**src/rtl/hartslag_pkg.sv**
```systemverilog
// Shared types and constants for the synthetic heartbeat generator.
// The optional gap jitter (HARTSLAG_JITTER_EN) uses the LFSR constants below.
package hartslag_pkg;

    localparam int unsigned SLAGEN_W = 8;
    localparam int unsigned EMIT_W   = SLAGEN_W + 1;
    localparam int unsigned LFSR_W   = 16;

    localparam logic [LFSR_W-1:0] LFSR_SEED = 16'hACE1;
    // Fibonacci taps 16,14,13,11 as a bit mask over the state
    localparam logic [LFSR_W-1:0] LFSR_TAPS = 16'hB400;

    typedef enum logic [1:0] {
        IDLE  = 2'd0,
        DIV   = 2'd1,
        KLAAR = 2'd2
    } deler_state_e;

    typedef enum logic {
        WACHT = 1'b0,
        HOOG  = 1'b1
    } puls_state_e;

    function automatic logic [LFSR_W-1:0] lfsr_next(input logic [LFSR_W-1:0] s);
        return {s[LFSR_W-2:0], ^(s & LFSR_TAPS)};
    endfunction

endpackage

```
**src/rtl/hartslag_generator_if.sv**
```systemverilog
// Control and output bundle of the heartbeat generator.
interface hartslag_generator_if;

    logic                                 enable;
    logic [hartslag_pkg::SLAGEN_W-1:0]    slagen_in;
    logic                                 pulse;
    logic                                 venster;
    logic [hartslag_pkg::SLAGEN_W-1:0]    actief_slagen;
    logic                                 busy;

    modport master (
        output enable, slagen_in,
        input  pulse, venster, actief_slagen, busy
    );

    modport slave (
        input  enable, slagen_in,
        output pulse, venster, actief_slagen, busy
    );

endinterface

```
**src/rtl/hartslag_deler.sv**
```systemverilog
// Sequential restoring divider: one quotient bit per cycle, CNT_W cycles in DIV.
// done_o is high during the single KLAAR cycle, when quotient_o is final.
module hartslag_deler
    import hartslag_pkg::*;
#(
    parameter int unsigned CNT_W = 28
) (
    input  logic                clk,
    input  logic                reset,
    input  logic                flush_i,
    input  logic                start_i,
    input  logic [CNT_W-1:0]    dividend_i,
    input  logic [SLAGEN_W-1:0] divisor_i,
    output logic                done_o,
    output logic                busy_o,
    output logic [CNT_W-1:0]    quotient_o
);

    localparam int unsigned STEP_W = $clog2(CNT_W + 1);

    deler_state_e        state_q;
    logic [CNT_W-1:0]    aq_q;
    logic [SLAGEN_W-1:0] rem_q;
    logic [SLAGEN_W-1:0] dvs_q;
    logic [SLAGEN_W-1:0] rem_d;
    logic [STEP_W-1:0]   step_q;
    logic                busy_q;
    logic                done_q;
    logic [SLAGEN_W:0]   trial_c;
    logic                fits_c;

    // Remainder stays below the divisor, so the shifted trial fits in SLAGEN_W+1 bits
    always_comb begin
        trial_c = {rem_q, aq_q[CNT_W-1]};
        fits_c  = (trial_c >= {1'b0, dvs_q});
        rem_d   = fits_c ? SLAGEN_W'(trial_c - {1'b0, dvs_q}) : trial_c[SLAGEN_W-1:0];
    end

    always_ff @(posedge clk or posedge reset) begin
        if (reset) begin
            state_q <= IDLE;
            aq_q    <= '0;
            rem_q   <= '0;
            dvs_q   <= '0;
            step_q  <= '0;
            busy_q  <= 1'b0;
            done_q  <= 1'b0;
        end else if (flush_i) begin
            state_q <= IDLE;
            busy_q  <= 1'b0;
            done_q  <= 1'b0;
        end else begin
            done_q <= 1'b0;
            case (state_q)
                IDLE: begin
                    if (start_i) begin
                        busy_q <= 1'b1;
                        rem_q  <= '0;
                        dvs_q  <= divisor_i;
                        step_q <= '0;
                        if (divisor_i == '0) begin
                            aq_q    <= '0;
                            done_q  <= 1'b1;
                            state_q <= KLAAR;
                        end else begin
                            aq_q    <= dividend_i;
                            state_q <= DIV;
                        end
                    end
                end
                DIV: begin
                    rem_q  <= rem_d;
                    aq_q   <= {aq_q[CNT_W-2:0], fits_c};
                    step_q <= step_q + STEP_W'(1);
                    if (step_q == STEP_W'(CNT_W - 1)) begin
                        done_q  <= 1'b1;
                        state_q <= KLAAR;
                    end
                end
                KLAAR: begin
                    busy_q  <= 1'b0;
                    state_q <= IDLE;
                end
                default: state_q <= IDLE;
            endcase
        end
    end

    assign done_o     = done_q;
    assign busy_o     = busy_q;
    assign quotient_o = aq_q;

endmodule

```
**src/rtl/hartslag_generator.sv**
```systemverilog
// Synthetic heartbeat source: window counter, request latches and pulse FSM.
// Define HARTSLAG_JITTER_EN to shorten each beat gap by a pseudo-random amount.
module hartslag_generator
    import hartslag_pkg::*;
#(
    parameter int unsigned WINDOW_CYCLES = 50_000_000,
    parameter int unsigned PULSE_CYCLES  = 5000,
    parameter int unsigned CNT_W         = 28
) (
    input  logic                 clk,
    input  logic                 reset,
    hartslag_generator_if.slave  bus
);

    localparam logic [CNT_W-1:0] WIN_LAST = CNT_W'(WINDOW_CYCLES - 1);
    localparam logic [CNT_W-1:0] DIVIDEND = CNT_W'(WINDOW_CYCLES);

    logic [CNT_W-1:0]    cnt_q, cnt_d;
    logic [CNT_W-1:0]    ph_q, ph_d;
    logic [CNT_W-1:0]    ival_q, quot_hold_q;
    logic [CNT_W-1:0]    gap_c, wp_c, half_c;
    logic [EMIT_W-1:0]   emitted_q;
    logic [SLAGEN_W-1:0] pending_q, actief_q;
    logic                venster_q, pulse_q, start_q;
    logic                win_start_c, term_c;
    puls_state_e         pstate_q;

    logic                deler_done;
    logic                deler_busy;
    logic [CNT_W-1:0]    deler_quot;

    // cnt_q is the window offset of the cycle entered at the next edge
    always_comb begin
        win_start_c = bus.enable && (cnt_q == '0);
        cnt_d       = '0;
        if (bus.enable) begin
            cnt_d = (cnt_q == WIN_LAST) ? '0 : cnt_q + CNT_W'(1);
        end

        half_c = ival_q >> 1;
        wp_c   = (32'(half_c) < PULSE_CYCLES) ? half_c : CNT_W'(PULSE_CYCLES);
        if (wp_c == '0) begin
            wp_c = CNT_W'(1);
        end

        ph_d = '0;
        if (bus.enable && !win_start_c && ((ph_q + CNT_W'(1)) != gap_c)) begin
            ph_d = ph_q + CNT_W'(1);
        end

        term_c = bus.enable && !win_start_c && (pstate_q == HOOG) && (ph_q == wp_c);
    end

`ifdef HARTSLAG_JITTER_EN
    logic [LFSR_W-1:0] lfsr_q;
    logic [31:0]       jit_c;

    always_comb begin
        jit_c = 32'(lfsr_q) & 32'(ival_q >> 4);
        gap_c = ival_q - CNT_W'(jit_c);
    end

    // Advances once per completed pulse; never reseeded outside reset
    always_ff @(posedge clk or posedge reset) begin
        if (reset) begin
            lfsr_q <= LFSR_SEED;
        end else if (term_c) begin
            lfsr_q <= lfsr_next(lfsr_q);
        end
    end
`else
    assign gap_c = ival_q;
`endif

    // Window counter and per-window latches: request now, emission next window
    always_ff @(posedge clk or posedge reset) begin
        if (reset) begin
            cnt_q       <= '0;
            venster_q   <= 1'b0;
            start_q     <= 1'b0;
            pending_q   <= '0;
            actief_q    <= '0;
            ival_q      <= '0;
            quot_hold_q <= '0;
        end else begin
            cnt_q     <= cnt_d;
            venster_q <= win_start_c;
            start_q   <= win_start_c;
            if (deler_done) begin
                quot_hold_q <= deler_quot;
            end
            if (win_start_c) begin
                pending_q <= bus.slagen_in;
                actief_q  <= pending_q;
                ival_q    <= quot_hold_q;
            end
        end
    end

    // Pulse FSM: a window start always forces WACHT, so termination wins there
    always_ff @(posedge clk or posedge reset) begin
        if (reset) begin
            pstate_q  <= WACHT;
            pulse_q   <= 1'b0;
            emitted_q <= '0;
            ph_q      <= '0;
        end else begin
            ph_q <= ph_d;
            if (!bus.enable || win_start_c) begin
                pstate_q  <= WACHT;
                pulse_q   <= 1'b0;
                emitted_q <= '0;
            end else begin
                case (pstate_q)
                    WACHT: begin
                        if ((ph_d == CNT_W'(1)) && (emitted_q < {1'b0, actief_q})) begin
                            pstate_q <= HOOG;
                            pulse_q  <= 1'b1;
                        end
                    end
                    HOOG: begin
                        if (term_c) begin
                            pstate_q  <= WACHT;
                            pulse_q   <= 1'b0;
                            emitted_q <= emitted_q + EMIT_W'(1);
                        end
                    end
                    default: pstate_q <= WACHT;
                endcase
            end
        end
    end

    hartslag_deler #(
        .CNT_W (CNT_W)
    ) u_deler (
        .clk        (clk),
        .reset      (reset),
        .flush_i    (!bus.enable),
        .start_i    (start_q),
        .dividend_i (DIVIDEND),
        .divisor_i  (pending_q),
        .done_o     (deler_done),
        .busy_o     (deler_busy),
        .quotient_o (deler_quot)
    );

    assign bus.pulse         = pulse_q;
    assign bus.venster       = venster_q;
    assign bus.actief_slagen = actief_q;
    assign bus.busy          = deler_busy;

endmodule

```
**src/flat_wrapper.sv**
```systemverilog
// flat-port wrapper written by rule: the top's interface ports become plain ports
module hartslag_generator_flat import hartslag_pkg::*;
#(
    parameter int unsigned WINDOW_CYCLES = 50_000_000,
    parameter int unsigned PULSE_CYCLES  = 5000,
    parameter int unsigned CNT_W         = 28
)
  (clk, reset, bus_enable, bus_slagen_in, bus_pulse, bus_venster, bus_actief_slagen, bus_busy);
  hartslag_generator_if bus_i ();
  input  logic clk;
  input  logic reset;
  input wire logic [$bits(bus_i.enable)-1:0] bus_enable;
  input wire logic [$bits(bus_i.slagen_in)-1:0] bus_slagen_in;
  output wire logic [$bits(bus_i.pulse)-1:0] bus_pulse;
  output wire logic [$bits(bus_i.venster)-1:0] bus_venster;
  output wire logic [$bits(bus_i.actief_slagen)-1:0] bus_actief_slagen;
  output wire logic [$bits(bus_i.busy)-1:0] bus_busy;
  assign bus_i.enable = bus_enable;
  assign bus_i.slagen_in = bus_slagen_in;
  assign bus_pulse = bus_i.pulse;
  assign bus_venster = bus_i.venster;
  assign bus_actief_slagen = bus_i.actief_slagen;
  assign bus_busy = bus_i.busy;
  hartslag_generator #(.WINDOW_CYCLES(WINDOW_CYCLES), .PULSE_CYCLES(PULSE_CYCLES), .CNT_W(CNT_W)) u_core (.clk(clk), .reset(reset), .bus(bus_i));
endmodule
```
**config.mk**
```make
export PLATFORM = sky130hd
export DESIGN_NAME = hartslag_generator_flat
export DESIGN_NICKNAME = d
export VERILOG_FILES = /design/src/rtl/hartslag_pkg.sv /design/src/rtl/hartslag_generator_if.sv /design/src/rtl/hartslag_deler.sv /design/src/rtl/hartslag_generator.sv /design/src/flat_wrapper.sv
export SDC_FILE = /design/constraint.sdc
export NUM_CORES = 1
export LEC_CHECK = 0
export ABC_AREA = 1
export CAP_MARGIN = 15
export CELL_PAD_IN_SITES_DETAIL_PLACEMENT = 0
export CELL_PAD_IN_SITES_GLOBAL_PLACEMENT = 1
export CORE_MARGIN = 10
export CORE_UTILIZATION = 30
export CTS_CLUSTER_SIZE = 12
export DETAILED_ROUTE_END_ITERATION = 8
export PLACE_DENSITY_LB_ADDON = 0.1
export SETUP_SLACK_MARGIN = 0.4
export SYNTH_ARGS = -nofsm -noshare
export SYNTH_HDL_FRONTEND = slang
export SYNTH_SLANG_ARGS = --single-unit
export TNS_END_PERCENT = 1
```
**constraint.sdc**
```tcl
create_clock -name clk -period 6.7 [get_ports clk]
set_input_delay 1.34 -clock clk [delete_from_list [all_inputs] [get_ports clk]]
set_output_delay 1.34 -clock clk [all_outputs]
set_load 0.02 [all_outputs]
```
==> impl_metrics.csv, run 1 <==
group,metric,value,unit
timing,worstMarginPinSlew,1.171,ns
critical_path,critical_path.endpoint_type,"register",
cells_and_area,layout.cells.non_filler,1877,
clock_network,master_cell_of_the_clock_root_buffer,"sky130_fd_sc_hd__clkbuf_16",
detailed_routing,route.detailed.wl_per_inst,16.01,um
synth,synth.net_count,1428,
synth,synth_top_cells_by_area,"sky130_fd_sc_hd__dfrtp_1 46%, sky130_fd_sc_hd__nand2_1 14%, sky130_fd_sc_hd__inv_1 7.2%, sky130_fd_sc_hd__o21ai_0 6.1%, sky130_fd_sc_hd__nor2_1 5.0%",
clock_network,h_tree_levels,4,
timing,maxSlewHeadroom,21.74,%
synth,syn_inst,1396,
critical_path,critPathMaxFanout,26,
timing,timing_max_transition_violations_final,0,
synth,netlist-cell-type-count,42,
detailed_routing,final_antenna_net_count,0,
cells_and_area,multi_input_area,4730,um2
detailed_routing,drc,0,
placement,place_area,11170,um2
die,rows,68,
critical_path,crit_path_arrival_time,4.47,ns
timing,post-route-period-util,61.67,%
cells_and_area,layout-drive-gt1-share,4.852,%
die,io_pins,22,
critical_path,rrSetupSlack,2.57,ns
die,fp.dieW,206.5,um
cells_and_area,seqCellArea,4830,um2
clock_network,cts_tree,"built",
cells_and_area,layout.nets,1441,
die,core,34460,um2
synth,syn_area_per_cell,7.479,um2
critical_path,worst_setup_path_start_kind,"register",
synth,yosysMostFrequentCell,"sky130_fd_sc_hd__nand2_1",
synth,ys_dominant_reg_cell,"sky130_fd_sc_hd__dfrtp_1",
outcome,status,"completed",
global_route,number_of_antenna_violations_at_the_first_check_in_global_routing,0,
synth,edff_count_synth,0,
pwr,power.density,309.4,nW/um2
die,initial_utilization,30.30,%
critical_path,crit_path_cell_trace,"nand2_1 -> nor2_2 -> nand2_1 -> nor2_1 -> nand3_1 -> nand3_1 -> nand2_1 -> nor2_1 -> nand2_1 -> nor2_1 -> nand3_2 -> nand2_1 -> inv_1 -> nand2_1 -> nor2_1 -> nand2_1 -> nor2_1 -> nor2_1 -> nor2_1",
synth,async_flop_share,100.0,%
timing,setup_repair_after_global_routing_missed_its_margin,"no",
synth,netlist.area_leader.share,46.26,%
timing,timing.setup.tns,0,ns
timing,timing.final.setup_violations,0,
flow_run,cap_violations,0,
synth,ys.warnings.count,0,
synth,synth_largest_area_cell,"sky130_fd_sc_hd__dfrtp_1",
critical_path,worst_path_max_delay_cell,"sky130_fd_sc_hd__nand2_1",
global_route,grt_pass1_wl,49620,um
timing,max_freq,242.0,MHz
cells_and_area,diodes,0,
placement,dp.final_hpwl,21900,um
placement,place_inst,1845,
detailed_routing,number_of_drc_markers_in_iteration_0,564,
pwr,ir_drop,0.2154,mV
detailed_routing,routed_wl,30050,um
critical_path,timing.setup.critical_path_class,"reg -> reg",
clock_network,ctsLongestPathBuffers,2,
clock_network,clock_insertion_delay_worst_skew,0.46,ns
synth,synth.ff_latch_count,193,
cells_and_area,area.growth.synth_to_final,12.51,%
critical_path,crit_path_max_cell_delay,0.98,ns
global_route,grt_overflow,0,
critical_path,crit_family,"simple AND/OR/NAND/NOR gates",
global_route,grt_max_degree,168,
die,die-height,206.5,um
timing,final.min_clock_period,4.132,ns
timing,timing_hold_violations_final,0,
timing,clock_skew,0.01601,ns
synth,post_synth_instance_area,10440,um2
global_route,grt_pass1_vias,8881,
detailed_routing,via_per_inst,4.643,
cells_and_area,finalInstanceArea,11750,um2
cells_and_area,fillCellCount,3736,
clock_network,clock_sink_count,193,
clock_network,holdBufCountCts,0,
detailed_routing,drt_pre_antenna_iters,7,
placement,port_buffers,21,
clock_network,post_cts.repair.setup_buffers,0,
clock_network,cts.clk_slew.worst_paths,0.08,ns
hold_path,min_path_type,"reg -> reg",
pwr,leakage,5.556,nW
detailed_routing,num_vias,8715,
synth,synth_top_cells_by_count,"378 x sky130_fd_sc_hd__nand2_1, 200 x sky130_fd_sc_hd__inv_1, 193 x sky130_fd_sc_hd__dfrtp_1",
global_route,grt_use_total,14.82,%
critical_path,worst-endpoint-required,7.03,ns
critical_path,crit_buf_inv,1,
clock_network,cts_resized,0,
placement,globalplace.congestion,0.8058,
die,die_area,42660,um2
synth,synth-seq-area-share,46.26,%
clock_network,cts-buffers-inserted,17,
[cell families after synthesis]
kind of cell	after synthesis	synth area share, %
simple gates	704	29.33
compound gates	213	10.88
flops	193	46.26
fa+ha+maj	21	2.589
xor+xnor	28	2.349
buf+inv	237	8.593
[per-stage QoR]
stage,hold WS [ns],utilization [%],setup slack (ns),total power [mW]
after floorplan,0.4498,-,2.870,2.257
after CTS,0.4975,34.09,2.553,3.702
after global routing,0.5286,34.09,2.121,3.916
after detailed placement,0.4870,32.40,2.266,2.622
final,0.4873,34.09,2.568,3.634
after global placement,0.4662,32.40,2.287,2.618
[sequential cells by signal (all words and copies together), names as in the netlist]
register                   flops
u_core.bus.actief_slagen       8
u_core.u_deler.quotient_o     28
u_core.u_deler.state_q         2
u_core.pending_q               8
u_core.u_deler.dvs_q           8
u_core.quot_hold_q            28
u_core.bus.venster             1
u_core.emitted_q               9
u_core.u_deler.rem_q           8
u_core.pstate_q                1
u_core.u_deler.done_o          1
u_core.bus.pulse               1
u_core.cnt_q                  28
u_core.u_deler.step_q          5
u_core.ph_q                   28
u_core.gap_c                  28
u_core.u_deler.busy_o          1
[worst paths after layout]
kind	start	endpoint	cells after the start
max	u_core.ph_q[5]	u_core.bus.pulse	19
min	u_core.cnt_q[0]	u_core.cnt_q[0]	1
max reg2reg	u_core.ph_q[5]	u_core.bus.pulse	19
min reg2reg	u_core.cnt_q[0]	u_core.cnt_q[0]	1
max in group asynchronous	reset	u_core.u_deler.dvs_q[6]	3
min in group asynchronous	reset	u_core.cnt_q[24]	2
[placed cells by master (no fill, tap or decap), drive strengths merged]
cell           Yosys  routed
a211oi             4       4
a21o               2       2
a21oi             54      54
a31oi              2       2
and2               1       1
and3               1       1
buf                2       6
bufinv             0       1
clkbuf            31      18
clkdlybuf4s50      0      21
clkinv             4       8
clkinvlp           0       1
dfrtp            193     193
fa                 1       1
ha                20      20
inv              200     208
nand2            384     384
nand3             90      90
nand3b             9       9
nand4             27      27
nor2             151     151
nor3              25      25
nor3b              2       2
nor4              10      10
o2111ai            1       1
o211ai            11      11
o21a               2       2
o21ai            132     132
o21bai             3       3
o221ai             1       1
o22ai              1       1
or2                3       3
or3                1       1
xnor2              5       5
xor2              23      23
[report_power, final]
part           internal [mW]  total (mW)  switching [mW]
Combinational          0.348       0.962           0.614
Clock                  0.537        1.06           0.519
Sequential              1.40        1.62           0.217
Total                   2.28        3.63            1.35
[metal layers]
| layer | part of all wire (%) | global-route usage, % |
|---|---|---|
| met5 | 0 | 0 |
| met4 | 1.4 | 3.857 |
| met3 | 2.6 | 2.684 |
| met2 | 47 | 24.45 |
| met1 | 49 | 19.61 |
[area by class of cell]
class / count / share of cell area [%]
flip-flops and latches: 193 / 41.12
multi-input cells: 966 / 40.26
well taps: 455 / 4.847
clock buffers: 18 / 3.739
repair buffers: 27 / 2.280
inverters: 204 / 6.551
clock inverters: 14 / 1.204
Power figures use the tool's default switching activity.
==> run 2: changes to the inputs <==
Clock period 6.7 ns to 4 ns, I/O delays scaled along.
==> impl_metrics.csv, run 2 (same netlist as run 1, synthesis figures left out) <==
group,metric,value,unit
outcome,status,"completed",
clock_network,clock_insertion_delay_worst_skew,0.46,ns
clock_network,clock_sink_count,193,
detailed_routing,drc,0,
detailed_routing,routed_wl,31190,um
timing,timing.final.setup_violations,0,
die,die-height,206.5,um
clock_network,holdBufCountCts,0,
timing,maxSlewHeadroom,37.34,%
clock_network,cts_tree,"built",
clock_network,ctsLongestPathBuffers,2,
detailed_routing,number_of_drc_markers_in_iteration_0,543,
global_route,grt_overflow,0,
cells_and_area,seqCellArea,4830,um2
pwr,ir_drop,0.3152,mV
critical_path,regToRegStartpoint,"u_core.ph_q[1]",
critical_path,worst-endpoint-required,4.39,ns
hold_path,min_from,"u_core.cnt_q[0]",
die,fp.dieW,206.5,um
cells_and_area,multi_input_area,4737,um2
detailed_routing,num_vias,8869,
cells_and_area,layout-drive-gt1-share,6.561,%
critical_path,setup.worst_path.end,"u_core.bus.pulse",
timing,max_freq,298.2,MHz
cells_and_area,final_common_cell,"sky130_fd_sc_hd__nand2_1",
cells_and_area,layout.nets,1467,
timing,final.min_clock_period,3.354,ns
placement,dp.final_hpwl,23750,um
critical_path,timing.setup.critical_path_class,"reg -> reg",
timing,timing_max_transition_violations_final,0,
pwr,leakage,5.684,nW
clock_network,cts-buffers-inserted,17,
critical_path,rr_endpoint,"u_core.bus.pulse",
critical_path,setup.worst_path.start,"u_core.ph_q[1]",
die,io_pins,22,
global_route,grt_pass1_wl,50200,um
clock_network,cts.clk_slew.worst_paths,0.09,ns
critical_path,worst_setup_path_start_kind,"register",
detailed_routing,route.detailed.wl_per_inst,16.39,um
placement,port_buffers,21,
detailed_routing,drt_pre_antenna_iters,8,
hold_path,min_path_type,"reg -> reg",
detailed_routing,via_per_inst,4.661,
critical_path,critical_path.endpoint_type,"register",
die,core,34460,um2
die,initial_utilization,30.30,%
timing,post-route-period-util,83.84,%
die,rows,68,
timing,clock_skew,0.01739,ns
timing,timing_hold_violations_final,0,
cells_and_area,area.growth.synth_to_final,14.73,%
timing,setup_repair_after_global_routing_missed_its_margin,"yes",
global_route,grt_max_degree,73,
cells_and_area,fillCellCount,3730,
clock_network,master_cell_of_the_clock_root_buffer,"sky130_fd_sc_hd__clkbuf_16",
detailed_routing,final_antenna_net_count,0,
critical_path,critPathMaxFanout,12,
global_route,number_of_antenna_violations_at_the_first_check_in_global_routing,0,
die,die_area,42660,um2
pwr,power.density,511.5,nW/um2
cells_and_area,layout.cells.non_filler,1903,
placement,globalplace.congestion,0.8899,
timing,worstMarginPinSlew,0.9399,ns
global_route,grt_pass1_vias,8808,
placement,place_inst,1867,
flow_run,cap_violations,0,
cells_and_area,diodes,0,
critical_path,rr_worst_depth,19,
clock_network,h_tree_levels,4,
global_route,grt_use_total,15.19,%
critical_path,rrSetupSlack,0.65,ns
timing,timing.setup.tns,0,ns
critical_path,crit_path_arrival_time,3.74,ns
cells_and_area,most-common-layout-cells,"377 x sky130_fd_sc_hd__nand2_1, 199 x sky130_fd_sc_hd__inv_1, 193 x sky130_fd_sc_hd__dfrtp_1",
run 2: changes by cell type in the layout (fill, tap and decap cells not counted), sizes merged:
cell,delta
clkbuf,-1
buf,+26
bufinv,-1
clkinvlp,+2
run 2: cell type report:
cell class                      instances  area share [%]
Sequential cell                       193           40.32
Timing Repair Buffer                   53           4.074
Tap cell                              455           4.753
Inverter                              204           6.424
Multi-Input combinational cell        966           39.55
Clock inverter                         15           1.327
Clock buffer                           17           3.552
run 2: worst min-delay path by stage:
| stage | to | slack (ns) | depth (start not counted) |
|---|---|---|---|
| floorplan | u_core.quot_hold_q[23] | 0.45 | 2 |
| global placement | u_core.quot_hold_q[23] | 0.47 | 2 |
| detailed placement | u_core.quot_hold_q[23] | 0.47 | 2 |
| CTS | u_core.quot_hold_q[24] | 0.50 | 2 |
| global route | u_core.quot_hold_q[23] | 0.54 | 2 |
| finish | u_core.cnt_q[0] | 0.50 | 1 |
run 2: critical path, stage by stage, from the launching register on:
cell,delay (ns)
sky130_fd_sc_hd__dfrtp_1,0.47
sky130_fd_sc_hd__ha_1,0.25
sky130_fd_sc_hd__nand2_4,0.10
sky130_fd_sc_hd__nor2_2,0.14
sky130_fd_sc_hd__nand2_2,0.13
sky130_fd_sc_hd__o21ai_1,0.21
sky130_fd_sc_hd__nand2_1,0.14
sky130_fd_sc_hd__nand2_1,0.08
sky130_fd_sc_hd__nand2_1,0.08
sky130_fd_sc_hd__nor2_1,0.13
sky130_fd_sc_hd__nand2_1,0.08
sky130_fd_sc_hd__nor3_2,0.31
sky130_fd_sc_hd__nand3_4,0.30
sky130_fd_sc_hd__o211ai_1,0.21
sky130_fd_sc_hd__nand2_1,0.08
sky130_fd_sc_hd__nor2_1,0.20
sky130_fd_sc_hd__nand2_1,0.10
sky130_fd_sc_hd__nor2_1,0.13
sky130_fd_sc_hd__nor2_1,0.05
sky130_fd_sc_hd__nor2_1,0.07
run 2: per-layer routing:
metal / global-route usage, % / vias up / wire length, um
met5: 0 / - / 0
met4: 4.483 / 0 / 523
met3: 2.747 / 28 / 937
met2: 24.82 / 116 / 14810
met1: 20.12 / 4171 / 14910
li1: - / 4554 / -
run 2: metrics by stage:
stage          instance area [um2]  util (%)  worst slack [ns]  total power [mW]  hold WS, ns
2_1_floorplan                10440         -            0.7096             3.781       0.4498
3_3_place_gp                 11360     32.96            0.4001             4.437       0.4668
3_5_place_dp                 11360     32.96            0.3457             4.440       0.4684
4_1_cts                      11940     34.65            0.4610             6.233       0.4994
5_1_grt                      11980     34.76            0.3335             6.607       0.5358
6_report                     11980     34.76            0.6463             6.127       0.4957
run 2: repair_timing:
item | CTS | global route
resized for setup | 0 | 1
setup buffers | 0 | 4
setup endpoints to repair | 0 | 9
run 2: power by group:
part | internal (mW) | switching, mW
Sequential | 2.34 | 0.305
Combinational | 0.628 | 1.10
Clock | 0.840 | 0.913
Total | 3.81 | 2.31
